==> src/rtl/dso_trig_pkg.sv <==
// Shared mode and state encodings for the scope trigger controller.
package dso_trig_pkg;

  localparam logic [1:0] MODE_NORM      = 2'd0;
  localparam logic [1:0] MODE_AUTO      = 2'd1;
  localparam logic [1:0] MODE_IMMEDIATE = 2'd2;
  localparam logic [1:0] MODE_SINGLE    = 2'd3;

  typedef enum logic [2:0] {
    TS_HOLDOFF = 3'd0,
    TS_ARMED   = 3'd1,
    TS_FIRED   = 3'd2,
    TS_DONE    = 3'd3,
    TS_STOPPED = 3'd4
  } ts_e;

endpackage

==> src/rtl/trigger_controller_if.sv <==
// Config, sample stream and adc_driver status/request bundle for trigger_controller.
interface trigger_controller_if #(
  parameter int DATA_W = 8,
  parameter int TMO_W  = 24
);
  logic [1:0]        mode;
  logic              edge_sel;
  logic [DATA_W-1:0] level;
  logic [DATA_W-1:0] hyst;
  logic [TMO_W-1:0]  holdoff;
  logic [TMO_W-1:0]  auto_timeout;
  logic              arm;
  logic              sample_en;
  logic [DATA_W-1:0] adc_data;
  logic              waiting_for_trigger;
  logic              triggered;
  logic              trigger_req;
  logic              forced;
  logic [2:0]        ctl_state;

  // Request/acknowledge: trigger_req is a level that rises once a trigger is
  // decided and stays high until triggered=1 is seen; the controller then
  // waits for triggered to return to 0 before it may request again.
  modport master (
    output mode, edge_sel, level, hyst, holdoff, auto_timeout, arm,
           sample_en, adc_data, waiting_for_trigger, triggered,
    input  trigger_req, forced, ctl_state
  );

  modport slave (
    input  mode, edge_sel, level, hyst, holdoff, auto_timeout, arm,
           sample_en, adc_data, waiting_for_trigger, triggered,
    output trigger_req, forced, ctl_state
  );
endinterface

==> src/rtl/trig_edge_qual.sv <==
// Hysteresis edge detector: a sample must first cross the far threshold
// (qual) before crossing level produces an edge event.
module trig_edge_qual #(
  parameter int DATA_W = 8
) (
  input  logic              clk,
  input  logic              rst_n,
  input  logic              clr_i,
  input  logic              sample_en_i,
  input  logic [DATA_W-1:0] adc_data_i,
  input  logic [DATA_W-1:0] level_i,
  input  logic [DATA_W-1:0] hyst_i,
  input  logic              edge_sel_i,
  output logic              edge_evt_o
);

  logic [DATA_W:0]   lo_w, hi_w;
  logic [DATA_W-1:0] lo_thr, hi_thr;
  logic              set_c, hit_c;
  logic              qual_q, qual_d;

  always_comb begin
    // One extra bit catches borrow/carry so the thresholds clamp instead of wrapping.
    lo_w   = {1'b0, level_i} - {1'b0, hyst_i};
    hi_w   = {1'b0, level_i} + {1'b0, hyst_i};
    lo_thr = lo_w[DATA_W] ? '0 : lo_w[DATA_W-1:0];
    hi_thr = hi_w[DATA_W] ? '1 : hi_w[DATA_W-1:0];
    if (edge_sel_i) begin
      set_c = (adc_data_i >= hi_thr);
      hit_c = (adc_data_i <= level_i);
    end else begin
      set_c = (adc_data_i <= lo_thr);
      hit_c = (adc_data_i >= level_i);
    end
    edge_evt_o = sample_en_i && qual_q && hit_c;
    qual_d     = qual_q;
    if (clr_i || edge_evt_o) begin
      qual_d = 1'b0;
    end else if (sample_en_i && set_c) begin
      qual_d = 1'b1;
    end
  end

  always_ff @(posedge clk or negedge rst_n) begin
    if (!rst_n) begin
      qual_q <= 1'b0;
    end else begin
      qual_q <= qual_d;
    end
  end

endmodule

==> src/rtl/trigger_controller.sv <==
// Trigger decision FSM for adc_driver: holdoff, arming, edge/auto/immediate
// firing and single-shot stop, with a registered trigger_req.
module trigger_controller
  import dso_trig_pkg::*;
#(
  parameter int DATA_W = 8,
  parameter int TMO_W  = 24
) (
  input  logic                clk,
  input  logic                rst_n,
  trigger_controller_if.slave bus
);

  localparam logic [TMO_W-1:0] CNT_MAX = '1;
  localparam logic [TMO_W-1:0] CNT_ONE = TMO_W'(1);

  ts_e              state_q, state_d;
  logic [TMO_W-1:0] hcnt_q, hcnt_d;
  logic [TMO_W-1:0] tcnt_q, tcnt_d;
  logic             trig_q, trig_d;
  logic             forced_q, forced_d;
  logic             qual_clr;
  logic             edge_evt;
  logic             fire_edge, fire_tmo;

  trig_edge_qual #(.DATA_W(DATA_W)) u_qual (
    .clk         (clk),
    .rst_n       (rst_n),
    .clr_i       (qual_clr),
    .sample_en_i (bus.sample_en),
    .adc_data_i  (bus.adc_data),
    .level_i     (bus.level),
    .hyst_i      (bus.hyst),
    .edge_sel_i  (bus.edge_sel),
    .edge_evt_o  (edge_evt)
  );

  always_comb begin
    state_d   = state_q;
    hcnt_d    = hcnt_q;
    tcnt_d    = tcnt_q;
    forced_d  = forced_q;
    qual_clr  = 1'b0;
    fire_edge = edge_evt && (bus.mode != MODE_IMMEDIATE);
    fire_tmo  = (bus.mode == MODE_AUTO) && (tcnt_q == bus.auto_timeout);
    case (state_q)
      TS_HOLDOFF: begin
        if (bus.sample_en && (hcnt_q != CNT_MAX)) hcnt_d = hcnt_q + CNT_ONE;
        if ((hcnt_q >= bus.holdoff) && bus.waiting_for_trigger) begin
          state_d  = TS_ARMED;
          tcnt_d   = '0;
          qual_clr = 1'b1;
        end
      end
      TS_ARMED: begin
        if (bus.sample_en && (tcnt_q != CNT_MAX)) tcnt_d = tcnt_q + CNT_ONE;
        // A driver that stops waiting aborts the arm rather than receiving a request.
        if (!bus.waiting_for_trigger) begin
          state_d = TS_HOLDOFF;
          hcnt_d  = '0;
        end else if (fire_edge || (bus.mode == MODE_IMMEDIATE)) begin
          state_d  = TS_FIRED;
          forced_d = 1'b0;
        end else if (fire_tmo) begin
          state_d  = TS_FIRED;
          forced_d = 1'b1;
        end
      end
      TS_FIRED: begin
        if (bus.triggered) state_d = TS_DONE;
      end
      TS_DONE: begin
        if (!bus.triggered) begin
          if (bus.mode == MODE_SINGLE) begin
            state_d = TS_STOPPED;
          end else begin
            state_d = TS_HOLDOFF;
            hcnt_d  = '0;
          end
        end
      end
      TS_STOPPED: begin
        if (bus.arm || (bus.mode != MODE_SINGLE)) begin
          state_d = TS_HOLDOFF;
          hcnt_d  = '0;
        end
      end
      default: begin
        state_d = TS_HOLDOFF;
        hcnt_d  = '0;
      end
    endcase
    trig_d = (state_d == TS_FIRED);
  end

  always_ff @(posedge clk or negedge rst_n) begin
    if (!rst_n) begin
      state_q  <= TS_HOLDOFF;
      hcnt_q   <= '0;
      tcnt_q   <= '0;
      trig_q   <= 1'b0;
      forced_q <= 1'b0;
    end else begin
      state_q  <= state_d;
      hcnt_q   <= hcnt_d;
      tcnt_q   <= tcnt_d;
      trig_q   <= trig_d;
      forced_q <= forced_d;
    end
  end

  assign bus.trigger_req = trig_q;
  assign bus.forced      = forced_q;
  assign bus.ctl_state   = state_q;

endmodule

==> src/flat_wrapper.sv <==
// flat-port wrapper written by rule: the top's interface ports become plain ports
module trigger_controller_flat import dso_trig_pkg::*;
#(
  parameter int DATA_W = 8,
  parameter int TMO_W  = 24
)
  (clk, rst_n, bus_mode, bus_edge_sel, bus_level, bus_hyst, bus_holdoff, bus_auto_timeout, bus_arm, bus_sample_en, bus_adc_data, bus_waiting_for_trigger, bus_triggered, bus_trigger_req, bus_forced, bus_ctl_state);
  trigger_controller_if #(.DATA_W(DATA_W), .TMO_W(TMO_W)) bus_i ();
  input  logic clk;
  input  logic rst_n;
  input wire logic [$bits(bus_i.mode)-1:0] bus_mode;
  input wire logic [$bits(bus_i.edge_sel)-1:0] bus_edge_sel;
  input wire logic [$bits(bus_i.level)-1:0] bus_level;
  input wire logic [$bits(bus_i.hyst)-1:0] bus_hyst;
  input wire logic [$bits(bus_i.holdoff)-1:0] bus_holdoff;
  input wire logic [$bits(bus_i.auto_timeout)-1:0] bus_auto_timeout;
  input wire logic [$bits(bus_i.arm)-1:0] bus_arm;
  input wire logic [$bits(bus_i.sample_en)-1:0] bus_sample_en;
  input wire logic [$bits(bus_i.adc_data)-1:0] bus_adc_data;
  input wire logic [$bits(bus_i.waiting_for_trigger)-1:0] bus_waiting_for_trigger;
  input wire logic [$bits(bus_i.triggered)-1:0] bus_triggered;
  output wire logic [$bits(bus_i.trigger_req)-1:0] bus_trigger_req;
  output wire logic [$bits(bus_i.forced)-1:0] bus_forced;
  output wire logic [$bits(bus_i.ctl_state)-1:0] bus_ctl_state;
  assign bus_i.mode = bus_mode;
  assign bus_i.edge_sel = bus_edge_sel;
  assign bus_i.level = bus_level;
  assign bus_i.hyst = bus_hyst;
  assign bus_i.holdoff = bus_holdoff;
  assign bus_i.auto_timeout = bus_auto_timeout;
  assign bus_i.arm = bus_arm;
  assign bus_i.sample_en = bus_sample_en;
  assign bus_i.adc_data = bus_adc_data;
  assign bus_i.waiting_for_trigger = bus_waiting_for_trigger;
  assign bus_i.triggered = bus_triggered;
  assign bus_trigger_req = bus_i.trigger_req;
  assign bus_forced = bus_i.forced;
  assign bus_ctl_state = bus_i.ctl_state;
  trigger_controller #(.DATA_W(DATA_W), .TMO_W(TMO_W)) u_core (.clk(clk), .rst_n(rst_n), .bus(bus_i));
endmodule
==> config.mk <==
export PLATFORM = sky130hd
export DESIGN_NAME = trigger_controller_flat
export DESIGN_NICKNAME = d
export VERILOG_FILES = /design/src/rtl/dso_trig_pkg.sv /design/src/rtl/trigger_controller_if.sv /design/src/rtl/trig_edge_qual.sv /design/src/rtl/trigger_controller.sv /design/src/flat_wrapper.sv
export SDC_FILE = /design/constraint.sdc
export NUM_CORES = 1
export LEC_CHECK = 0
export BUFFER_PORTS_ARGS = -buffer_cell sky130_fd_sc_hd__buf_4
export CAP_MARGIN = 40
export CORE_UTILIZATION = 35
export CTS_CLUSTER_DIAMETER = 50
export DETAILED_ROUTE_END_ITERATION = 10
export PLACE_DENSITY = 0.65
export SYNTH_ARGS = -nofsm -noshare
export SYNTH_HDL_FRONTEND = slang
export SYNTH_SLANG_ARGS = --single-unit
==> constraint.sdc <==
create_clock -name clk -period 3.3 [get_ports clk]
set_clock_uncertainty 0.2 [all_clocks]
set_input_delay 0.165 -clock clk [delete_from_list [all_inputs] [get_ports clk]]
set_output_delay 0.165 -clock clk [all_outputs]
set_load 0.03 [all_outputs]
# Word level (Yosys, flattened, before mapping)
# Index checks and enable logic that the tools add are counted.
# totals
reg_bits	54
wordCells	82
in_bits	81
# classes
n_lt_le_gt_ge	5
mux	28
eq_ne	20
reduce_logical	18
bitwise	1
add_sub_neg	4
# op_table
op	count
$mux W24	7
$pmux W24 S5	1
$add A24 B1 Y24 const B	2
$ne A24 B24 Y1 const B	2
$pmux W24 S2	1
$eq A24 B24 Y1	1
$ge A24 B24 Y1	1
$mux W3	8
$ge A8 B8 Y1	2
$le A8 B8 Y1	2
$mux W8	2
$pmux W3 S5	1
$ne A2 B2 Y1 const B	5
$add A8 B8 Y9	1
$eq A3 B2 Y1 const B	3
$sub A8 B8 Y9	1
$logic_and A1 B1 Y1	8
$mux W1	8
$ne A2 B1 Y1 const B	4
$reduce_and A3 Y1	2
$reduce_and A6 Y1	1
$reduce_bool A2 Y1	3
$eq A2 B2 Y1 const B	2
$eq A3 B1 Y1 const B	1
other kinds (5)	7

# Longest topological paths before layout
# logic_depth
word_depth	9
mapped_depth	18
mapped_depth_nobuf	18

# Hierarchy
# A second synthesis with hierarchy kept.
# unflattened
hier_cells	608
hier_area_um2	5139.9
# modules_own_cells
module	instances	seq_area_each_um2	cells_per_inst	area_per_inst_um2
trigger_controller	1	1326.3	419	3719.8
trig_edge_qual	1	25.0	189	1420.1

# Worst setup path before layout
# Ideal clock, no wire load.
# synth_path
kind	input to register
start	in bus_hyst[2]
end	reg u_core.u_qual.qual_q
required_time_ps	2979
cell_stages	17
arrival_time_ps	2943
path_buffers	0
setup_slack_ps	36
path_cell_list	inv_1 -> ha_1 -> nand2b_1 -> a21oi_1 -> o21ai_1 -> a21oi_1 -> nor2_1 -> o31ai_1 -> or2_1 -> ha_1 -> nand2b_1 -> a21o_1 -> a21o_1 -> a21oi_1 -> o21ai_0 -> a32oi_1 -> nor2_1
# synth_via
elab_chain_cells	6
word_cells_on_any_way	9
classes_between	2 x add/sub; 2 x order compare; 3 x mux; 2 x reduce/logical
# synth_lines
item	line_no	source
start: declaration	flat_wrapper.sv:14	input wire logic [$bits(bus_i.hyst)-1:0] bus_hyst;
$sub A8 B8 Y9 or $add A8 B8 Y9 (tied branches)	trig_edge_qual.sv:24, trig_edge_qual.sv:25	
$mux W8, on equally long branches	trig_edge_qual.sv:26, trig_edge_qual.sv:27	
$le A8 B8 Y1 or $ge A8 B8 Y1 (tied branches)	trig_edge_qual.sv:32, trig_edge_qual.sv:29	
$mux W1 (*)	trig_edge_qual.sv:28	if (edge_sel_i) begin
$logic_and A1 B1 Y1 (*)	trig_edge_qual.sv:39	end else if (sample_en_i && set_c) begin
$reduce_bool A2 Y1 (no source line) (*)	-	
end signal: assignment	trig_edge_qual.sv:48	qual_q <= qual_d;
end: declaration	trig_edge_qual.sv:20	logic qual_q, qual_d;
# Mark *: on every way between the ends. The rest lies on a longest branch, timed or not.
# A chain may end at the register's enable or synchronous reset.

# Worst setup path in the final report
# layout_path
start	in bus_hyst[0]
end	reg u_core.u_qual.qual_q
# The elaborated chain is that of the path after synthesis.

==> flow_summary.ini <==
[outcome]
status = complete, no violations

[setup_path]
endpoint_kind = register
cp_data_required_time_ns = 3.27
critPathKind = input pin to register
worstSetupStartpointType = input pin
cp_data_arrival_time_ns = 3.07
worstReg2RegStart = u_core.hcnt_q[0]$_DFFE_PN0P_
crit_end = u_core.u_qual.qual_q$_DFFE_PN0P_
worstPathMaxFanout = 2
rrSetupSlack_ns = 0.38
crit_path_start = bus_hyst[0]
worst-r2r-cell-count = 9
worst_r2r_endpoint = u_core.bus.ctl_state[0]$_DFF_PN0_

[placed_design]
pre_cts_slack_ns = -0.142
dp_hpwl_um = 9870
place_inst = 860
io_buffers = 85
gp_congestion = 0.910

[floorplanning]
dieArea_um2 = 14800
pin_count = 86
rows = 43
start_util_pct = 36.0
fp.dieW_um = 122
core_um2 = 13900
die_y_um = 122

[timing]
finalSetupViolCount = 0
setup_slack_ns = 0.201
fin_crit_sh_pct = 93.9
setup_tns_ns = 0
worst_pin_slew_ns = 0.706
whs_ns = 0.0182
slew_headroom_pct = 53.0
hold_violations = 0
slew_viol_final = 0
rsz0062_at_grt = yes
fin_crit_ns = 3.10
fmax_mhz = 323

[cts]
cts_buffer_depth = 2
root_buffer = clkbuf_16
cts_setup_buffers = 0
clk_latency_ns = 0.30
cts_sinks = 54
cts_made_buffers = 5
h-tree-depth = 2
path_clk_slew_ns = 0.07
cts_tree = done

[yosys]
postSynth.asyncResetShare_pct = 100
synthesis.nets = 738
ys_seq_area_share_pct = 26.9
synth-main-ff-cell = dfrtp_1
synthDistinctLibCells = 69
yosysWarnings = 0
synth_edf_count = 0
ys_ff_latch = 54
synth_cells = 589
syn_area_um2 = 5010
syn_avg_cell_area_um2 = 8.51

[drt]
vias_per_cell = 5.09
vias = 4431
first_iter_violations = 215
drtAntennaViolNets = 0
routed_wirelength_um = 12200
drtPass1Iterations = 4
route.detailed.drc = 0
wl_per_cell_um = 14.0

[layout]
drive_gt1_share_pct = 19.3
antenna-diode-count = 0
fin_util_pct = 44.2
fillers = 1373
fin_nets = 838
fin_cells = 870
syn2layout_area_growth_pct = 22.8

[grt]
antenna_found_initial = 1
grt_use_total_pct = 17.4
grt_max_degree = 55
grt_pass1_vias = 4501
grt_pass1_wl_um = 20700
grt-ovfl-total = 0

[power]
p_leak_nw = 2.97
peakVddDrop_uv = 154
power_density_nw_per_um2 = 309

[job]
cap_violations = 0

[hold_path]
hold_class = input pin to register
## through the flow
stage	area, um2	total power [mW]
2_1_floorplan	5010	1.08
3_3_place_gp	5950	1.29
3_5_place_dp	5950	1.31
4_1_cts	6140	1.92
5_1_grt	6160	2.03
6_report	6160	1.90
## placed cells by master, fill, tap and decap left out, drive strengths merged, types with 9 or more instances in the layout
cell type    n
buf        101
nor2        79
ha          66
inv         59
dfrtp       54
xnor2       53
nand2       35
a21oi       32
nand4       22
nand3       21
nor3        21
xor2        18
o21ai       16
nand2b      12
a21o         9
nor4         9
## synthesized netlist by cell type (3+ instances only)
| cell type | number | share of area (%) |
|---|---|---|
| nor2_1 | 77 | 5.8 |
| ha_1 | 66 | 16 |
| inv_1 | 59 | 4.4 |
| dfrtp_1 | 54 | 27 |
| xnor2_1 | 53 | 9.3 |
| nand2_1 | 34 | 2.5 |
| a21oi_1 | 32 | 3.2 |
| nand4_1 | 21 | 2.6 |
| nand3_1 | 20 | 2.0 |
| nor3_1 | 18 | 1.8 |
| xor2_1 | 18 | 3.1 |
| nand2b_1 | 12 | 1.5 |
| o21ai_0 | 12 | 1.2 |
| a21o_1 | 9 | 1.3 |
| nor2b_1 | 8 | 1.0 |
| and3_1 | 7 | 0.87 |
| nor4_1 | 5 | 0.62 |
| clkbuf_1 | 4 | 0.30 |
| o21ai_1 | 4 | 0.40 |
| or3_1 | 4 | 0.50 |
| and4_1 | 3 | 0.52 |
| buf_2 | 3 | 0.30 |
| nor4_2 | 3 | 0.75 |
| nor4b_2 | 3 | 0.90 |
| o31ai_1 | 3 | 0.45 |
## registers in the layout, indices dropped and copies added, names as in the netlist
signal	count
u_core.bus.forced	1
u_core.u_qual.qual_q	1
u_core.bus.ctl_state	3
u_core.bus.trigger_req	1
u_core.tcnt_q	24
u_core.hcnt_q	24
## power breakdown
part | internal, mW | switching, mW | total, mW
logic | 0.277 | 0.282 | 0.559
clock network | 0.359 | 0.241 | 0.600
registers | 0.697 | 0.0484 | 0.745
total | 1.33 | 0.571 | 1.90
## worst min path at each step
stage          startpoint  cells after the start                                end
2_1_floorplan       rst_n                      0  u_core.bus.ctl_state[0]$_DFF_PN0_
3_3_place_gp        rst_n                      1      u_core.tcnt_q[12]$_DFFE_PN0P_
3_5_place_dp        rst_n                      1      u_core.tcnt_q[12]$_DFFE_PN0P_
4_1_cts           bus_arm                      3  u_core.bus.ctl_state[2]$_DFF_PN0_
5_1_grt           bus_arm                      3  u_core.bus.ctl_state[2]$_DFF_PN0_
6_report          bus_arm                      3  u_core.bus.ctl_state[2]$_DFF_PN0_
## critical path, stage by stage
cell and delay (ns):
buf_4 0.12, ha_1 0.21, fa_1 0.38, nand2b_1 0.11, a21oi_1 0.08, o21ai_1 0.18, a21oi_1 0.11, nor2_1 0.17
o31ai_2 0.09, or2_1 0.22, ha_1 0.26, nand2b_1 0.14, a21o_1 0.17, a21o_1 0.17, a21oi_1 0.15, o21ai_1 0.09
a32oi_1 0.20, nor2_1 0.05
## cell type report
class                           instances  area, um2  area share, %
Clock buffer                            7        133           2.15
Clock inverter                          1       30.0          0.488
Inverter                               59        221           3.60
Multi-Input combinational cell        466       3400           55.3
Sequential cell                        54       1350           22.0
Tap cell                              180        225           3.66
Timing Repair Buffer                  103        791           12.8
## per-layer routing
layer  routed length (um)  track usage [%]  vias to the layer above
li1                     -                -                     2237
met1                 5480             21.3                     2088
met2                 5930             31.2                       85
met3                  541             3.18                       19
met4                  200             4.40                        2
met5                    9                0                        -
## cells by family (layout without fill, tap and decap cells)
group	count (synthesis)	in the layout	synth area share (%)
AOI/OAI and AO/OA	86	86	11.6
and+or+nand+nor	240	240	26.0
xor gates and xnor gates	71	71	12.4
DFF	54	54	26.9
muxes	1	1	0.200
buffers and inverters	69	170	5.54
adders and majority gates	68	68	17.3
## repair_timing
item,4_1_cts,5_1_grt
setup endpoints to repair,0,14
resized for setup,0,8
hold endpoints to repair,55,0
hold buffers,2,0
Note: power is estimated with default switching activity, not from simulation.
